--- config.mk ---
export PLATFORM = sky130hd
export DESIGN_NAME = text_buf_arbiter
export DESIGN_NICKNAME = d
export VERILOG_FILES = /design/src/rtl/text_buf_arbiter.sv
export SDC_FILE = /design/constraint.sdc
export NUM_CORES = 1
export LEC_CHECK = 0
export ABC_AREA = 0
export CAP_MARGIN = 15
export CELL_PAD_IN_SITES_DETAIL_PLACEMENT = 1
export CELL_PAD_IN_SITES_GLOBAL_PLACEMENT = 2
export CORE_ASPECT_RATIO = 1.75
export CORE_MARGIN = 2
export CORE_UTILIZATION = 35
export DETAILED_ROUTE_END_ITERATION = 10
export GPL_TIMING_DRIVEN = 0
export PLACE_DENSITY = 0.74
export SETUP_SLACK_MARGIN = 0.15
export SLEW_MARGIN = 20
export SYNTH_ARGS = -nofsm -noshare
export SYNTH_HDL_FRONTEND = slang
export SYNTH_SLANG_ARGS = --single-unit
--- constraint.sdc ---
create_clock -name i_clk -period 4.97 [get_ports i_clk]
set_input_delay 0.994 -clock i_clk [delete_from_list [all_inputs] [get_ports i_clk]]
set_output_delay 0.994 -clock i_clk [all_outputs]
set_load 0.02 [all_outputs]
--- src/rtl/text_buf_arbiter.sv ---
// text_buf_arbiter: 8-slot glyph-address buffer for the VGA text line.
// A single access port is shared between VGA glyph fetches (always win) and
// edit commands from the morse path (push / backspace / clear). Edits wait in
// a one-deep pending register, and clear sweeps the slots one per free cycle.
module text_buf_arbiter #(
  parameter int                NUM_CHARS  = 8,
  parameter int                IDX_W      = 3,
  parameter int                CODE_W     = 11,
  parameter logic [CODE_W-1:0] BLANK_CODE = 11'h000
) (
  input  logic              i_clk,
  input  logic              i_rst_n,
  input  logic              i_cmd_push,
  input  logic [CODE_W-1:0] i_push_code,
  input  logic              i_cmd_back,
  input  logic              i_cmd_clear,
  input  logic              i_rd_req,
  input  logic [IDX_W-1:0]  i_rd_idx,
  output logic              o_rd_valid,
  output logic [CODE_W-1:0] o_rd_code,
  output logic [IDX_W:0]    o_char_count,
  output logic [IDX_W-1:0]  o_cursor_idx,
  output logic              o_full,
  output logic              o_busy,
  output logic              o_drop,
  output logic              o_overflow
);

  localparam logic [IDX_W:0]   CNT_ZERO = (IDX_W+1)'(0);
  localparam logic [IDX_W:0]   CNT_ONE  = (IDX_W+1)'(1);
  localparam logic [IDX_W:0]   CNT_MAX  = (IDX_W+1)'(NUM_CHARS);
  localparam logic [IDX_W-1:0] IDX_ZERO = IDX_W'(0);
  localparam logic [IDX_W-1:0] IDX_ONE  = IDX_W'(1);
  localparam logic [IDX_W-1:0] IDX_LAST = IDX_W'(NUM_CHARS - 1);

  typedef enum logic [0:0] {
    ST_IDLE  = 1'b0,
    ST_CLEAR = 1'b1
  } state_t;

  state_t              r_state;
  logic                r_pend_vld;
  logic                r_pend_push;   // 1: push, 0: backspace
  logic [CODE_W-1:0]   r_pend_code;
  logic [IDX_W-1:0]    r_clr_ptr;
  logic [IDX_W:0]      r_count;
  logic [IDX_W-1:0]    r_cursor;
  logic                r_busy;
  logic                r_drop;
  logic                r_overflow;
  logic                r_rd_valid;
  logic [CODE_W-1:0]   r_rd_code;
  logic [CODE_W-1:0]   r_slots [NUM_CHARS];

  state_t              w_state_nxt;
  logic                w_pend_vld_nxt;
  logic                w_pend_push_nxt;
  logic [CODE_W-1:0]   w_pend_code_nxt;
  logic [IDX_W-1:0]    w_clr_ptr_nxt;
  logic [IDX_W:0]      w_count_nxt;
  logic [IDX_W-1:0]    w_cursor_nxt;
  logic                w_busy_nxt;
  logic                w_drop_nxt;
  logic                w_overflow_nxt;
  logic                w_wr_en;
  logic [IDX_W-1:0]    w_wr_idx;
  logic [CODE_W-1:0]   w_wr_data;
  logic                w_any_cmd;

  assign w_any_cmd = i_cmd_push | i_cmd_back | i_cmd_clear;

  // Next-state, pending-register, counter and single write-port control.
  always_comb begin
    w_state_nxt     = r_state;
    w_pend_vld_nxt  = r_pend_vld;
    w_pend_push_nxt = r_pend_push;
    w_pend_code_nxt = r_pend_code;
    w_clr_ptr_nxt   = r_clr_ptr;
    w_count_nxt     = r_count;
    w_overflow_nxt  = 1'b0;
    w_wr_en         = 1'b0;
    w_wr_idx        = IDX_ZERO;
    w_wr_data       = BLANK_CODE;
    case (r_state)
      ST_IDLE: begin
        if (r_pend_vld) begin
          // A pending edit only touches the buffer on a read-free edge.
          if (!i_rd_req) begin
            w_pend_vld_nxt = 1'b0;
            if (r_pend_push) begin
              if (r_count == CNT_MAX) begin
                w_overflow_nxt = 1'b1;
              end else begin
                w_wr_en     = 1'b1;
                w_wr_idx    = r_count[IDX_W-1:0];
                w_wr_data   = r_pend_code;
                w_count_nxt = r_count + CNT_ONE;
              end
            end else begin
              if (r_count == CNT_ZERO) begin
                w_overflow_nxt = 1'b1;
              end else begin
                w_wr_en     = 1'b1;
                w_wr_idx    = r_count[IDX_W-1:0] - IDX_ONE;
                w_wr_data   = BLANK_CODE;
                w_count_nxt = r_count - CNT_ONE;
              end
            end
          end else begin
            w_pend_vld_nxt = 1'b1;
          end
        end else if (i_cmd_clear) begin
          w_state_nxt   = ST_CLEAR;
          w_clr_ptr_nxt = IDX_ZERO;
          w_count_nxt   = CNT_ZERO;
        end else if (i_cmd_back) begin
          w_pend_vld_nxt  = 1'b1;
          w_pend_push_nxt = 1'b0;
        end else if (i_cmd_push) begin
          w_pend_vld_nxt  = 1'b1;
          w_pend_push_nxt = 1'b1;
          w_pend_code_nxt = i_push_code;
        end else begin
          w_pend_vld_nxt = 1'b0;
        end
      end
      ST_CLEAR: begin
        if (!i_rd_req) begin
          w_wr_en       = 1'b1;
          w_wr_idx      = r_clr_ptr;
          w_wr_data     = BLANK_CODE;
          w_clr_ptr_nxt = r_clr_ptr + IDX_ONE;
          if (r_clr_ptr == IDX_LAST) begin
            w_state_nxt = ST_IDLE;
          end else begin
            w_state_nxt = ST_CLEAR;
          end
        end else begin
          w_state_nxt = ST_CLEAR;
        end
      end
      default: begin
        w_state_nxt    = ST_IDLE;
        w_pend_vld_nxt = 1'b0;
      end
    endcase
  end

  // Derived status values for the next cycle (busy, drop, cursor).
  always_comb begin
    w_busy_nxt = w_pend_vld_nxt | (w_state_nxt == ST_CLEAR);
    w_drop_nxt = r_busy & w_any_cmd;
    if (w_count_nxt == CNT_ZERO) begin
      w_cursor_nxt = IDX_ZERO;
    end else begin
      w_cursor_nxt = w_count_nxt[IDX_W-1:0] - IDX_ONE;
    end
  end

  // Control state registers: FSM, pending command, counters and status pulses.
  always_ff @(posedge i_clk or negedge i_rst_n) begin
    if (!i_rst_n) begin
      r_state     <= ST_IDLE;
      r_pend_vld  <= 1'b0;
      r_pend_push <= 1'b0;
      r_pend_code <= BLANK_CODE;
      r_clr_ptr   <= IDX_ZERO;
      r_count     <= CNT_ZERO;
      r_cursor    <= IDX_ZERO;
      r_busy      <= 1'b0;
      r_drop      <= 1'b0;
      r_overflow  <= 1'b0;
    end else begin
      r_state     <= w_state_nxt;
      r_pend_vld  <= w_pend_vld_nxt;
      r_pend_push <= w_pend_push_nxt;
      r_pend_code <= w_pend_code_nxt;
      r_clr_ptr   <= w_clr_ptr_nxt;
      r_count     <= w_count_nxt;
      r_cursor    <= w_cursor_nxt;
      r_busy      <= w_busy_nxt;
      r_drop      <= w_drop_nxt;
      r_overflow  <= w_overflow_nxt;
    end
  end

  // Slot storage: reset to blank, otherwise one write per read-free cycle.
  always_ff @(posedge i_clk or negedge i_rst_n) begin
    if (!i_rst_n) begin
      for (int i = 0; i < NUM_CHARS; i++) begin
        r_slots[i] <= BLANK_CODE;
      end
    end else if (w_wr_en) begin
      r_slots[w_wr_idx] <= w_wr_data;
    end else begin
      r_slots[w_wr_idx] <= r_slots[w_wr_idx];
    end
  end

  // VGA fetch path: fixed one-cycle latency in every state.
  always_ff @(posedge i_clk or negedge i_rst_n) begin
    if (!i_rst_n) begin
      r_rd_valid <= 1'b0;
      r_rd_code  <= {CODE_W{1'b0}};
    end else begin
      r_rd_valid <= i_rd_req;
      if (i_rd_req) begin
        r_rd_code <= r_slots[i_rd_idx];
      end else begin
        r_rd_code <= r_rd_code;
      end
    end
  end

  assign o_rd_valid   = r_rd_valid;
  assign o_rd_code    = r_rd_code;
  assign o_char_count = r_count;
  assign o_cursor_idx = r_cursor;
  assign o_full       = (r_count == CNT_MAX);
  assign o_busy       = r_busy;
  assign o_drop       = r_drop;
  assign o_overflow   = r_overflow;

endmodule

After elaboration in Yosys (flattened, before gate mapping)
Index checks and enable logic that the tools add are counted.
{ "word_totals": {"word_cells": 111, "register_bits": 127} }
{ "op_classes": {"bitwise_logic": 10, "eq_ne": 5, "reduce_logical": 7, "n_lt_le_gt_ge": 3, "add_sub_neg": 5, "mux": 61} }
{ "op_table": {"columns": ["operator", "n"], "rows": [
  ["$bwmux W88", 2],
  ["$mux W11", 9],
  ["$mux W88", 1],
  ["$bmux W11 S3", 2],
  ["$demux W11 S3", 1],
  ["$mux W3", 10],
  ["$mux W4", 7],
  ["$mux W1", 24],
  ["$pmux W11 S2", 1],
  ["$pmux W3 S2", 2],
  ["$ge A4 B4 Y1 const B", 2],
  ["$logic_not A4 Y1", 2],
  ["$not A3 Y4", 2],
  ["$ne A2 B2 Y1 const B", 3],
  ["$sub A3 B1 Y3 const B", 2],
  ["$reduce_and A5 Y1", 1],
  ["$add A4 B1 Y4 const B", 1],
  ["$eq A4 B4 Y1 const B", 1],
  ["$lt A4 B1 Y1 const B", 1],
  ["$not A1 Y1", 4],
  ["$pmux W1 S2", 2],
  ["$reduce_and A4 Y1", 1],
  ["$sub A4 B1 Y4 const B", 1],
  ["$add A3 B1 Y3 const B", 1],
  ["6 further kinds", 8]
]} }

Logic depth before layout (Yosys ltp)
Gate-level depths: netlist of the first run.
{ "logic_depth": {"ltp_word": 13, "ltp_mapped": 12, "mapped_depth_nobuf": 11} }

Worst setup path after synthesis of the first run
OpenSTA, ideal clock, no wires.
{ "synth_path": {"path_kind": "reg2reg", "from": "register r_count[1], in the netlist o_char_count[1]", "to": "register r_slots[81] in the netlist's numbering", "t_arrival_ns": 2.606, "setup_slack_ns": 2.243, "setup_time_ns": 0.120, "path_buffers": 0, "required_time_ns": 4.850, "synth_period_minus_slack_ns": 2.727, "path_stages_with_launch": 11, "cell_sequence": "dfrtp_1 > inv_1 > ha_1 > nor2b_1 > nand2_1 > inv_1 > nor3_4 > a221oi_4 > nand2_1 > or4_1 > o211a_1"} }
{ "synth_between": {"elab_chain_len": 13, "elab_cells_between_ends": 32, "classes_between": "add/sub (1); order compare (2); eq/ne (1); mux (25); bitwise (1); reduce/logical (2)"} }
{ "synth_rtl": {"columns": ["element", "line_no", "source"], "rows": [
  ["from (decl)", "46", "logic [IDX_W:0] r_count;"],
  ["from (signal assigned)", "179", "r_count <= w_count_nxt;"],
  ["$eq A4 B4 Y1 (*)", null, null],
  ["net o_full", "23", "output logic o_full,"],
  ["$mux W3", "91", "if (r_count == CNT_MAX) begin"],
  ["$mux W3", "90", "if (r_pend_push) begin"],
  ["$mux W3", "88", "if (!i_rd_req) begin"],
  ["$mux W3", "86", "if (r_pend_vld) begin"],
  ["$pmux W3 S2", "84", "case (r_state)"],
  ["$not A3 Y4 (implied by the code)", "194, 196", null],
  ["$ge A4 B4 Y1 (implied by the code) or $lt A4 B1 Y1 (tied branches)", "194, 196", null],
  ["$logic_and A1 B1 Y1 (implied by the code)", "194, 196", null],
  ["$mux W11 (implied by the code)", "194, 196", null],
  ["$demux W11 S3", "194, 196", null],
  ["$bwmux W88 (on tied branches)", "196, 194", null],
  ["$mux W88 (*)", "193", "end else if (w_wr_en) begin"],
  ["to (signal, indexed assignment)", "194", "r_slots[w_wr_idx] <= w_wr_data;"],
  ["to (signal, indexed assignment)", "196", "r_slots[w_wr_idx] <= r_slots[w_wr_idx];"],
  ["to (decl)", "53", "logic [CODE_W-1:0] r_slots [NUM_CHARS];"]
]} }
Mark *: on every way through the listed nets, which the timed path passes. The rest lies on a longest branch. The select of a mux whose other input is x is not followed.
A chain may end at the register's enable or synchronous reset.

Worst setup path in the final report of the first run
{ "layout_path": {"from": "register r_count[1], in the netlist o_char_count[1]", "to": "output port o_full"} }
{ "layout_between": {"elab_chain_len": 1} }
{ "layout_rtl": {"columns": ["element", "line_no", "source"], "rows": [
  ["$eq A4 B4 Y1", "219", "assign o_full = (r_count == CNT_MAX);"],
  ["to (decl)", "23", null]
]} }
Every way passes these cells.

==> flow_metrics.env, run 1 <==
export IMPL_status="complete, no violations"
export IMPL_root_buffer="clkbuf_16"
export IMPL_tns_ns=0
export IMPL_htreeDepth=4
export IMPL_pre_cts_slack_ns=1.39
export IMPL_endpoint="o_full"
export IMPL_cts_tree="built"
export IMPL_cts_buffers=17
export IMPL_yosys_warnings=0
export IMPL_postCtsHoldBufs=0
export IMPL_dr_pass1_iters=4
export IMPL_post_cts_resized=0
export IMPL_synth_seq_cells=127
export IMPL_ys_types=53
export IMPL_crit_start="o_char_count[1]"
export IMPL_worstReg2RegStart="o_char_count[1]"
export IMPL_leakage_nw=3.04
export IMPL_yosysSeqAreaShare_pct=53.9
export IMPL_ys_flop_type="dfrtp_1"
export IMPL_seqPwrFrac_pct=37.5
export IMPL_crit_path_max_fanout=9
export IMPL_drt_iter0_markers=150
export IMPL_hold_viol=0
export IMPL_synth_cell_area_sq_um=5900
export IMPL_viasPerCell=5.32
export IMPL_io_pins=43
export IMPL_cap_violations=0
export IMPL_finalSetupViolations=0
export IMPL_grt_pass1_wl_microns=27700
export IMPL_grt_overflow_total=0
export IMPL_final_common_cell="dfrtp_1"
export IMPL_drtAntennaViolNets=0
export IMPL_hpwl_microns=12600
export IMPL_layout_common_cells="dfrtp_1, nor2_1, a21oi_1"
export IMPL_period_share_pct=71.7
export IMPL_slew_headroom_pct=37.0
export IMPL_worstHoldPathType="register to register"
export IMPL_worstPathRequired_ns=3.98
export IMPL_drc=0
export IMPL_power_density_nw_per_um2=688
export IMPL_r2r_cells=11
export IMPL_vias=4419
export IMPL_fp_dieW_microns=102
export IMPL_drt_wl_total_microns=17600
export IMPL_criticalPathCategory="register to output port"
export IMPL_final_core_util_pct=43.9
export IMPL_clk_pin_slew_ns=0.06
export IMPL_arrival_ns=2.57
export IMPL_worstSkewPairLatency_ns=0.41
export IMPL_swShare_pct=37.1
export IMPL_cts_sinks=127
export IMPL_fp_coreArea_sq_um=16400
export IMPL_r2r_end="r_slots[12]"
export IMPL_fin_ws_ns=1.41
export IMPL_grt_setup_unrepaired="no"
export IMPL_die_h_microns=176
export IMPL_routedWlPerCell_microns=21.2
export IMPL_antenna_cells=0
export IMPL_grt_max_degree=66
export IMPL_syn_avg_cell_area_sq_um=11.1
export IMPL_rows=62
export IMPL_post_cts_setup_buffer_count=0
export IMPL_combinationalPowerShare_pct=37.2
export IMPL_io_buffer_count=42
export IMPL_first_global_vias=4984
export IMPL_period_minus_slack_ns=3.56
export IMPL_design_area_sq_um=7220
export IMPL_netlist_instances=532
export IMPL_pwr_share_clk_pct=25.4
export IMPL_ir_drop_mv=0.219
export IMPL_antenna_found_initial=0
export IMPL_worst_pin_slew_ns=0.945
export IMPL_start_kind="register"
export IMPL_synth_fp_nets=558
export IMPL_nNetsFinal=620
export IMPL_total_power_w=0.00497
export IMPL_maxSlewViolCount=0
export IMPL_place_gp_congestion=0.792
export IMPL_placed_area_sq_um=6630
export IMPL_initial_core_util_pct=35.8
export IMPL_grt_usage_pct=21.0
export IMPL_drive_gt1_share_pct=13.9
export IMPL_synthArstFlopShare_pct=100
export IMPL_max_freq_ghz=0.281
export IMPL_synth_edf_count=0
export IMPL_switchingPower_w=0.00184
export IMPL_area_growth_pct=22.5
export IMPL_dieArea_sq_um=17900
export IMPL_p_int_w=0.00313
export IMPL_end_kind="output port"
export IMPL_ff2ff_setup_slack_ns=1.44
export IMPL_fin_skew_ns=0.0103
export IMPL_cts_buffer_depth=2
[state kept, by name, indices dropped and copies added, names as in the netlist, 3 cells and up]
signal,count
r_pend_code,11
o_char_count,4
o_cursor_idx,3
r_clr_ptr,3
o_rd_code,11
r_slots,88
[worst max-delay path, stage by stage (launching register included)]
cell and delay (ns):
dfrtp_1 0.53, inv_1 0.14, ha_1 0.27, nor2b_1 0.22, nand2_1 0.12, inv_1 0.24, clkdlybuf4s50_1 0.65
[kinds of logic after synthesis]
logic type,Yosys count,synth area share [%]
AND/OR/NAND/NOR,148,11.8
XOR/XNOR,3,0.446
adder cells (fa/ha/maj),6,1.27
flip-flops,127,53.9
buffers and inverters,43,2.84
multiplexers,47,12.9
AO/OA/AOI/OAI,158,16.8
[metal layers]
metal,track usage [%],wire length [microns]
met4,9.50,637
met3,3.06,336
met5,0,0
met2,39.6,10100
met1,22.4,6500
[synthesized netlist by cell type, types with 4 or more instances]
| library cell | n | area [sq um] |
|---|---|---|
| buf_2 | 5 | 25.0 |
| a2bb2oi_1 | 9 | 78.8 |
| buf_1 | 7 | 26.3 |
| a21o_1 | 10 | 75.1 |
| a21oi_1 | 72 | 360 |
| nor3_1 | 6 | 30.0 |
| mux2i_1 | 12 | 120 |
| o21a_1 | 4 | 30.0 |
| o22a_1 | 9 | 78.8 |
| o21ai_0 | 31 | 155 |
| dfrtp_1 | 127 | 3180 |
| ha_1 | 6 | 75.1 |
| clkbuf_1 | 23 | 86.3 |
| nor2_1 | 74 | 278 |
| inv_1 | 8 | 30.0 |
| mux4_2 | 22 | 495 |
| nand2_1 | 38 | 143 |
| or4_1 | 4 | 30.0 |
| mux2_2 | 13 | 146 |
[stage by stage]
step | hold WS (ns) | instances
2_1_floorplan | 0.445 | 532
3_3_place_gp | 0.459 | 798
3_5_place_dp | 0.468 | 799
4_1_cts | 0.484 | 830
5_1_grt | 0.506 | 830
6_report | 0.485 | 830
[worst min path at each step]
stage	start	to	slack, ns	cells after the start
after floorplan	r_slots[22]	r_slots[22]	0.44	2
after global placement	r_slots[0]	r_slots[0]	0.46	2
final	r_slots[7]	r_slots[7]	0.48	2
after global routing	r_slots[4]	r_slots[4]	0.51	2
after CTS	r_slots[4]	r_slots[4]	0.48	2
after detailed placement	r_slots[25]	r_slots[25]	0.47	2
[cell type report]
type	instances	area [sq um]
Buffer	35	138
Multi-Input combinational cell	362	2550
Timing Repair Buffer	43	453
Clock inverter	13	166
Sequential cell	127	3180
Tap cell	224	280
Clock buffer	18	429
Fill cell	1849	9220
Inverter	8	30.0
[power by group through the flow]
stage	Sequential, W	Clock [W]	Combinational, W
after floorplan	0.00183	0	0.00119
after global placement	0.00185	0	0.00179
after detailed placement	0.00188	0	0.00186
after CTS	0.00187	0.00128	0.00187
after global routing	0.00192	0.00133	0.00203
final	0.00186	0.00126	0.00185
Power figures use the tool's default switching activity.
==> run 2: changes to the inputs <==
--- a/config.mk
+++ b/config.mk
@@ -14,7 +14,7 @@
 export CORE_UTILIZATION = 35
 export DETAILED_ROUTE_END_ITERATION = 10
 export GPL_TIMING_DRIVEN = 0
-export PLACE_DENSITY = 0.74
+export PLACE_DENSITY = 0.77
 export SETUP_SLACK_MARGIN = 0.15
 export SLEW_MARGIN = 20
 export SYNTH_ARGS = -nofsm -noshare
==> constraint.sdc (replaced) <==
create_clock -name i_clk -period 3.25 [get_ports i_clk]
set_input_delay 0.65 -clock i_clk [delete_from_list [all_inputs] [get_ports i_clk]]
set_output_delay 0.65 -clock i_clk [all_outputs]
set_load 0.02 [all_outputs]
==> run 2 against run 1 <==
  * Critical endpoint is now r_slots[1]
  * Combinational power grew 66%
  * Core utilization grew 0.80 points
  * Routed wire length grew 2.3%
  * Global-route usage rose by 0.43 points
  * Clock-buffer cell count grew 4
  * Clock skew shrank 0.0038 ns
==> flow_metrics.env, run 2 (same netlist as run 1, synthesis figures left out) <==
export IMPL_period_share_pct=89.9
export IMPL_ir_drop_mv=0.332
export IMPL_r2r_cells=13
export IMPL_maxSlewViolCount=0
export IMPL_root_buffer="clkbuf_16"
export IMPL_drive_gt1_share_pct=17.6
export IMPL_max_freq_ghz=0.342
export IMPL_grt_pass1_wl_microns=28200
export IMPL_grt_overflow_total=0
export IMPL_worstHoldPathType="primary input to async pin"
export IMPL_crit_path_max_fanout=10
export IMPL_finalSetupViolations=0
export IMPL_initial_core_util_pct=35.8
export IMPL_nNetsFinal=627
export IMPL_cts_buffer_depth=2
export IMPL_worst_pin_slew_ns=0.935
export IMPL_largest_reg_flops=88
export IMPL_seqPwrFrac_pct=37.0
export IMPL_rows=62
export IMPL_dr_pass1_iters=4
export IMPL_io_pins=43
export IMPL_area_growth_pct=24.8
export IMPL_drtAntennaViolNets=0
export IMPL_grt_usage_pct=21.4
export IMPL_drc=0
export IMPL_antenna_found_initial=0
export IMPL_place_gp_congestion=0.826
export IMPL_arrival_ns=3.18
export IMPL_cts_buffers=17
export IMPL_htreeDepth=4
export IMPL_hold_viol=0
export IMPL_first_global_vias=5197
export IMPL_cts_tree="built"
export IMPL_antenna_cells=0
export IMPL_final_core_util_pct=44.7
export IMPL_vias=4563
export IMPL_clk_pin_slew_ns=0.06
export IMPL_period_minus_slack_ns=2.92
export IMPL_routedWlPerCell_microns=21.5
export IMPL_layout_common_cells="dfrtp_1, nor2_1, a21oi_1"
export IMPL_p_int_w=0.00482
export IMPL_worstSkewPairLatency_ns=0.42
export IMPL_postCtsHoldBufs=0
export IMPL_ff2ff_setup_slack_ns=0.33
export IMPL_viasPerCell=5.45
export IMPL_status="complete, no violations"
export IMPL_fp_coreArea_sq_um=16400
export IMPL_combinationalPowerShare_pct=39.7
export IMPL_swShare_pct=37.6
export IMPL_grt_max_degree=86
export IMPL_leakage_nw=3.12
export IMPL_power_density_nw_per_um2=1050
export IMPL_grt_setup_unrepaired="yes"
export IMPL_end_kind="register"
export IMPL_slew_headroom_pct=37.7
export IMPL_hold_ws_ns=0.108
export IMPL_drt_iter0_markers=197
export IMPL_pwr_share_clk_pct=23.4
export IMPL_fp_dieW_microns=102
export IMPL_fin_skew_ns=0.00651
export IMPL_dieArea_sq_um=17900
export IMPL_hpwl_microns=12600
export IMPL_final_common_cell="dfrtp_1"
export IMPL_worstPathRequired_ns=3.51
export IMPL_die_h_microns=176
export IMPL_drt_wl_total_microns=18000
export IMPL_switchingPower_w=0.00291
export IMPL_max_flop_register="r_slots"
export IMPL_cap_violations=0
export IMPL_criticalPathCategory="register to register"
export IMPL_start_kind="register"
export IMPL_cts_sinks=127
export IMPL_io_buffer_count=42
run 2: changes by cell type in the layout (fill, tap and decap cells not counted), moves of 3 or more:
| cell | before | now |
|---|---|---|
| clkinv_4 | 4 | 0 |
| clkbuf_8 | 0 | 3 |
| nor4b_4 | 0 | 3 |
| clkbuf_2 | 0 | 4 |
| clkinv_2 | 2 | 5 |
| nor4b_2 | 3 | 0 |
| clkbuf_1 | 24 | 16 |
| clkbuf_4 | 0 | 3 |
| buf_4 | 0 | 8 |
run 2: metrics by stage:
| step | TNS [ns] | cells | setup slack, ns | power [W] | area [sq um] |
|---|---|---|---|---|---|
| CTS | 0 | 834 | 0.171 | 0.00769 | 7270 |
| global route | 0 | 838 | 0.0905 | 0.00820 | 7360 |
| global placement | -449.29 | 798 | -3.52 | 0.00556 | 6600 |
| detailed placement | -6.02 | 799 | -0.287 | 0.00571 | 6630 |
| floorplan | 0 | 532 | 0.523 | 0.00462 | 5900 |
| finish | 0 | 838 | 0.328 | 0.00773 | 7360 |
run 2: timing repair:
item / CTS / global route
gates resized for setup: 19 / 23
setup buffers: 3 / 3
setup endpoints to repair: 86 / 80
pin swaps: 1 / 2
cloned: 0 / 1
run 2: area by class of cell:
cell class	instances	area, sq um
Timing Repair Buffer	49	509
Sequential cell	127	3180
Tap cell	224	280
Clock buffer	22	474
Fill cell	1820	9090
Clock inverter	10	86.3
Inverter	8	30.0
Multi-Input combinational cell	363	2620
Buffer	35	171
run 2: final timing paths:
check / startpoint / to
max: o_char_count[1] / r_slots[1]
min in group i_clk: r_slots[28] / r_slots[28]
min: i_rst_n / r_state
max reg2reg: o_char_count[1] / r_slots[1]
max in group asynchronous: i_rst_n / r_slots[6]
min reg2reg: r_slots[28] / r_slots[28]
run 2: power groups by stage:
| stage | logic (W) | registers (W) | clock network, W |
|---|---|---|---|
| 2_1_floorplan | 0.00182 | 0.00279 | 0 |
| 3_3_place_gp | 0.00273 | 0.00283 | 0 |
| 3_5_place_dp | 0.00283 | 0.00288 | 0 |
| 4_1_cts | 0.00298 | 0.00287 | 0.00185 |
| 5_1_grt | 0.00336 | 0.00293 | 0.00191 |
| 6_report | 0.00307 | 0.00286 | 0.00180 |
run 2: critical path: stages, from the launching register on:
cell and delay, ns:
dfrtp_2 0.49, inv_1 0.09, ha_2 0.22, nor2b_1 0.17
nand2_1 0.10, inv_1 0.13, nor3_4 0.25, a221oi_4 0.10
buf_12 0.15, buf_4 0.14, or4_1 0.49, buf_2 0.25
nand2_1 0.09, o21ai_0 0.08
run 2: routing by layer:
layer	share of wire (%)	GRT usage [%]	up-vias
met4	5.7	12.7	0
li1	-	-	2059
met5	0	0	-
met2	56	39.3	96
met1	36	22.2	2359
met3	2.1	3.62	49
==> run 3: changes to the inputs <==
--- a/config.mk
+++ b/config.mk
@@ -16,7 +16,7 @@
 export GPL_TIMING_DRIVEN = 0
 export PLACE_DENSITY = 0.77
 export SETUP_SLACK_MARGIN = 0.15
-export SLEW_MARGIN = 20
+export SLEW_MARGIN = 15
 export SYNTH_ARGS = -nofsm -noshare
 export SYNTH_HDL_FRONTEND = slang
 export SYNTH_SLANG_ARGS = --single-unit
==> run 3 against run 2 <==
  * Global-route usage fell by 0.15 points
  * Cell area fell by 0.44%
  * Largest cell class unchanged
  * Via count rose by 0.83%
  * Flip-flop and latch count did not move
==> flow_metrics.env, run 3 (same netlist as run 1, synthesis figures left out) <==
export IMPL_status="complete, no violations"
export IMPL_grt_pass1_wl_microns=27900
export IMPL_cts_tree="built"
export IMPL_grt_overflow_total=0
export IMPL_cts_buffers=17
export IMPL_hold_viol=0
export IMPL_period_share_pct=91.7
export IMPL_grt_setup_unrepaired="yes"
export IMPL_drt_iter0_markers=168
export IMPL_root_buffer="clkbuf_16"
export IMPL_cap_violations=0
export IMPL_cts_sinks=127
export IMPL_r2r_end="r_slots[76]"
export IMPL_rows=62
export IMPL_initial_core_util_pct=35.8
export IMPL_worst_pin_slew_ns=0.912
export IMPL_pwr_share_clk_pct=24.8
export IMPL_grt_max_degree=86
export IMPL_vias=4601
export IMPL_power_density_nw_per_um2=1060
export IMPL_fp_coreArea_sq_um=16400
export IMPL_fin_skew_ns=0.00782
export IMPL_viasPerCell=5.53
export IMPL_io_pins=43
export IMPL_slew_headroom_pct=39.2
export IMPL_ir_drop_mv=0.344
export IMPL_total_power_w=0.00777
export IMPL_antenna_cells=0
export IMPL_hpwl_microns=12600
export IMPL_ff2ff_setup_slack_ns=0.27
export IMPL_die_h_microns=176
export IMPL_routedWlPerCell_microns=21.4
export IMPL_fp_dieW_microns=102
export IMPL_seqPwrFrac_pct=36.7
export IMPL_nNetsFinal=624
export IMPL_switchingPower_w=0.00285
export IMPL_period_minus_slack_ns=2.98
export IMPL_drtAntennaViolNets=0
export IMPL_final_cells=832
export IMPL_max_flop_register="r_slots"
export IMPL_crit_start="o_char_count[1]"
export IMPL_p_int_w=0.00492
export IMPL_criticalPathCategory="register to register"
export IMPL_final_core_util_pct=44.5
export IMPL_arrival_ns=3.32
export IMPL_r2r_cells=9
export IMPL_final_common_cell="dfrtp_1"
export IMPL_area_growth_pct=24.2
export IMPL_htreeDepth=4
export IMPL_maxSlewViolCount=0
export IMPL_postCtsHoldBufs=0
export IMPL_worstSkewPairLatency_ns=0.43
export IMPL_clk_pin_slew_ns=0.05
export IMPL_cts_buffer_depth=2
export IMPL_max_freq_ghz=0.335
export IMPL_dp_cells=799
export IMPL_end_kind="register"
export IMPL_worstPathRequired_ns=3.59
export IMPL_dr_pass1_iters=4
export IMPL_drc=0
export IMPL_grt_usage_pct=21.3
export IMPL_first_global_vias=5078
export IMPL_combinationalPowerShare_pct=38.4
export IMPL_worstReg2RegStart="o_char_count[1]"
export IMPL_antenna_found_initial=0
export IMPL_place_gp_congestion=0.826
export IMPL_crit_path_max_fanout=9
export IMPL_start_kind="register"
export IMPL_io_buffer_count=42
export IMPL_swShare_pct=36.7
export IMPL_largest_reg_flops=88
export IMPL_layout_common_cells="dfrtp_1, nor2_1, a21oi_1"
export IMPL_finalSetupViolations=0
export IMPL_drt_wl_total_microns=17800
export IMPL_fillCellCount=1814
export IMPL_leakage_nw=3.11
export IMPL_worstHoldPathType="primary input to async pin"
export IMPL_dieArea_sq_um=17900
export IMPL_drive_gt1_share_pct=16.4
==> run 3: critical path: stages, from the launching register on <==
cell and delay (ns):
dfrtp_2 0.49, inv_1 0.11, ha_2 0.24, or3b_1 0.35
clkbuf_1 0.16, nor4b_2 0.20, a221oi_4 0.40, nand4_1 0.34
nor2_4 0.37, a2bb2oi_1 0.21
==> run 3: per-layer routing <==
| layer | vias to the layer above | global-route usage (%) | routed length, microns |
|---|---|---|---|
| li1 | 2047 | - | - |
| met1 | 2403 | 21.8 | 6430 |
| met2 | 101 | 39.1 | 9930 |
| met3 | 50 | 4.26 | 447 |
| met4 | 0 | 12.0 | 976 |
| met5 | - | 0 | 0 |
==> run 3: layout make-up <==
class,instances,area [sq um],share of cell area [%]
Sequential cell,127,3180,43.4
Timing Repair Buffer,47,478,6.53
Inverter,8,30.0,0.410
Buffer,35,159,2.17
Clock buffer,23,478,6.53
Multi-Input combinational cell,362,2610,35.6
Tap cell,224,280,3.83
Clock inverter,6,109,1.49
==> run 3: repair_timing <==
| action | CTS | global route |
|---|---|---|
| resized for setup | 17 | 17 |
| endpoints found under the setup margin | 86 | 85 |
| pin swaps | 1 | 1 |
| hold endpoints to repair | 0 | 0 |
| setup buffers | 2 | 2 |
==> run 3: worst max path at each step <==
| stage | endpoint | slack, ns | depth (start not counted) |
|---|---|---|---|
| 5_1_grt | r_slots[76] | 0.11 | 10 |
| 3_5_place_dp | r_slots[17] | -0.30 | 10 |
| 3_3_place_gp | r_slots[39] | -3.52 | 1 |
| 6_report | r_slots[76] | 0.27 | 9 |
| 4_1_cts | r_slots[8] | 0.15 | 10 |
| 2_1_floorplan | r_slots[81] | 0.52 | 10 |
==> run 3: power by group through the flow <==
| stage | Sequential, W | Combinational (W) | Clock (W) |
|---|---|---|---|
| 2_1_floorplan | 0.00279 | 0.00182 | 0 |
| 3_3_place_gp | 0.00283 | 0.00273 | 0 |
| 3_5_place_dp | 0.00288 | 0.00283 | 0 |
| 4_1_cts | 0.00286 | 0.00294 | 0.00196 |
| 5_1_grt | 0.00293 | 0.00328 | 0.00202 |
| 6_report | 0.00285 | 0.00298 | 0.00193 |
==> run 3: through the flow <==
| step | setup slack (ns) | hold slack [ns] | area, sq um | setup TNS [ns] |
|---|---|---|---|---|
| final | 0.269 | 0.135 | 7320 | 0 |
| after global routing | 0.110 | 0.154 | 7320 | 0 |
| after CTS | 0.152 | 0.151 | 7270 | 0 |
| after detailed placement | -0.296 | 0.469 | 6630 | -6.36 |
| after global placement | -3.52 | 0.456 | 6600 | -449.29 |
| after floorplan | 0.523 | 0.354 | 5900 | 0 |
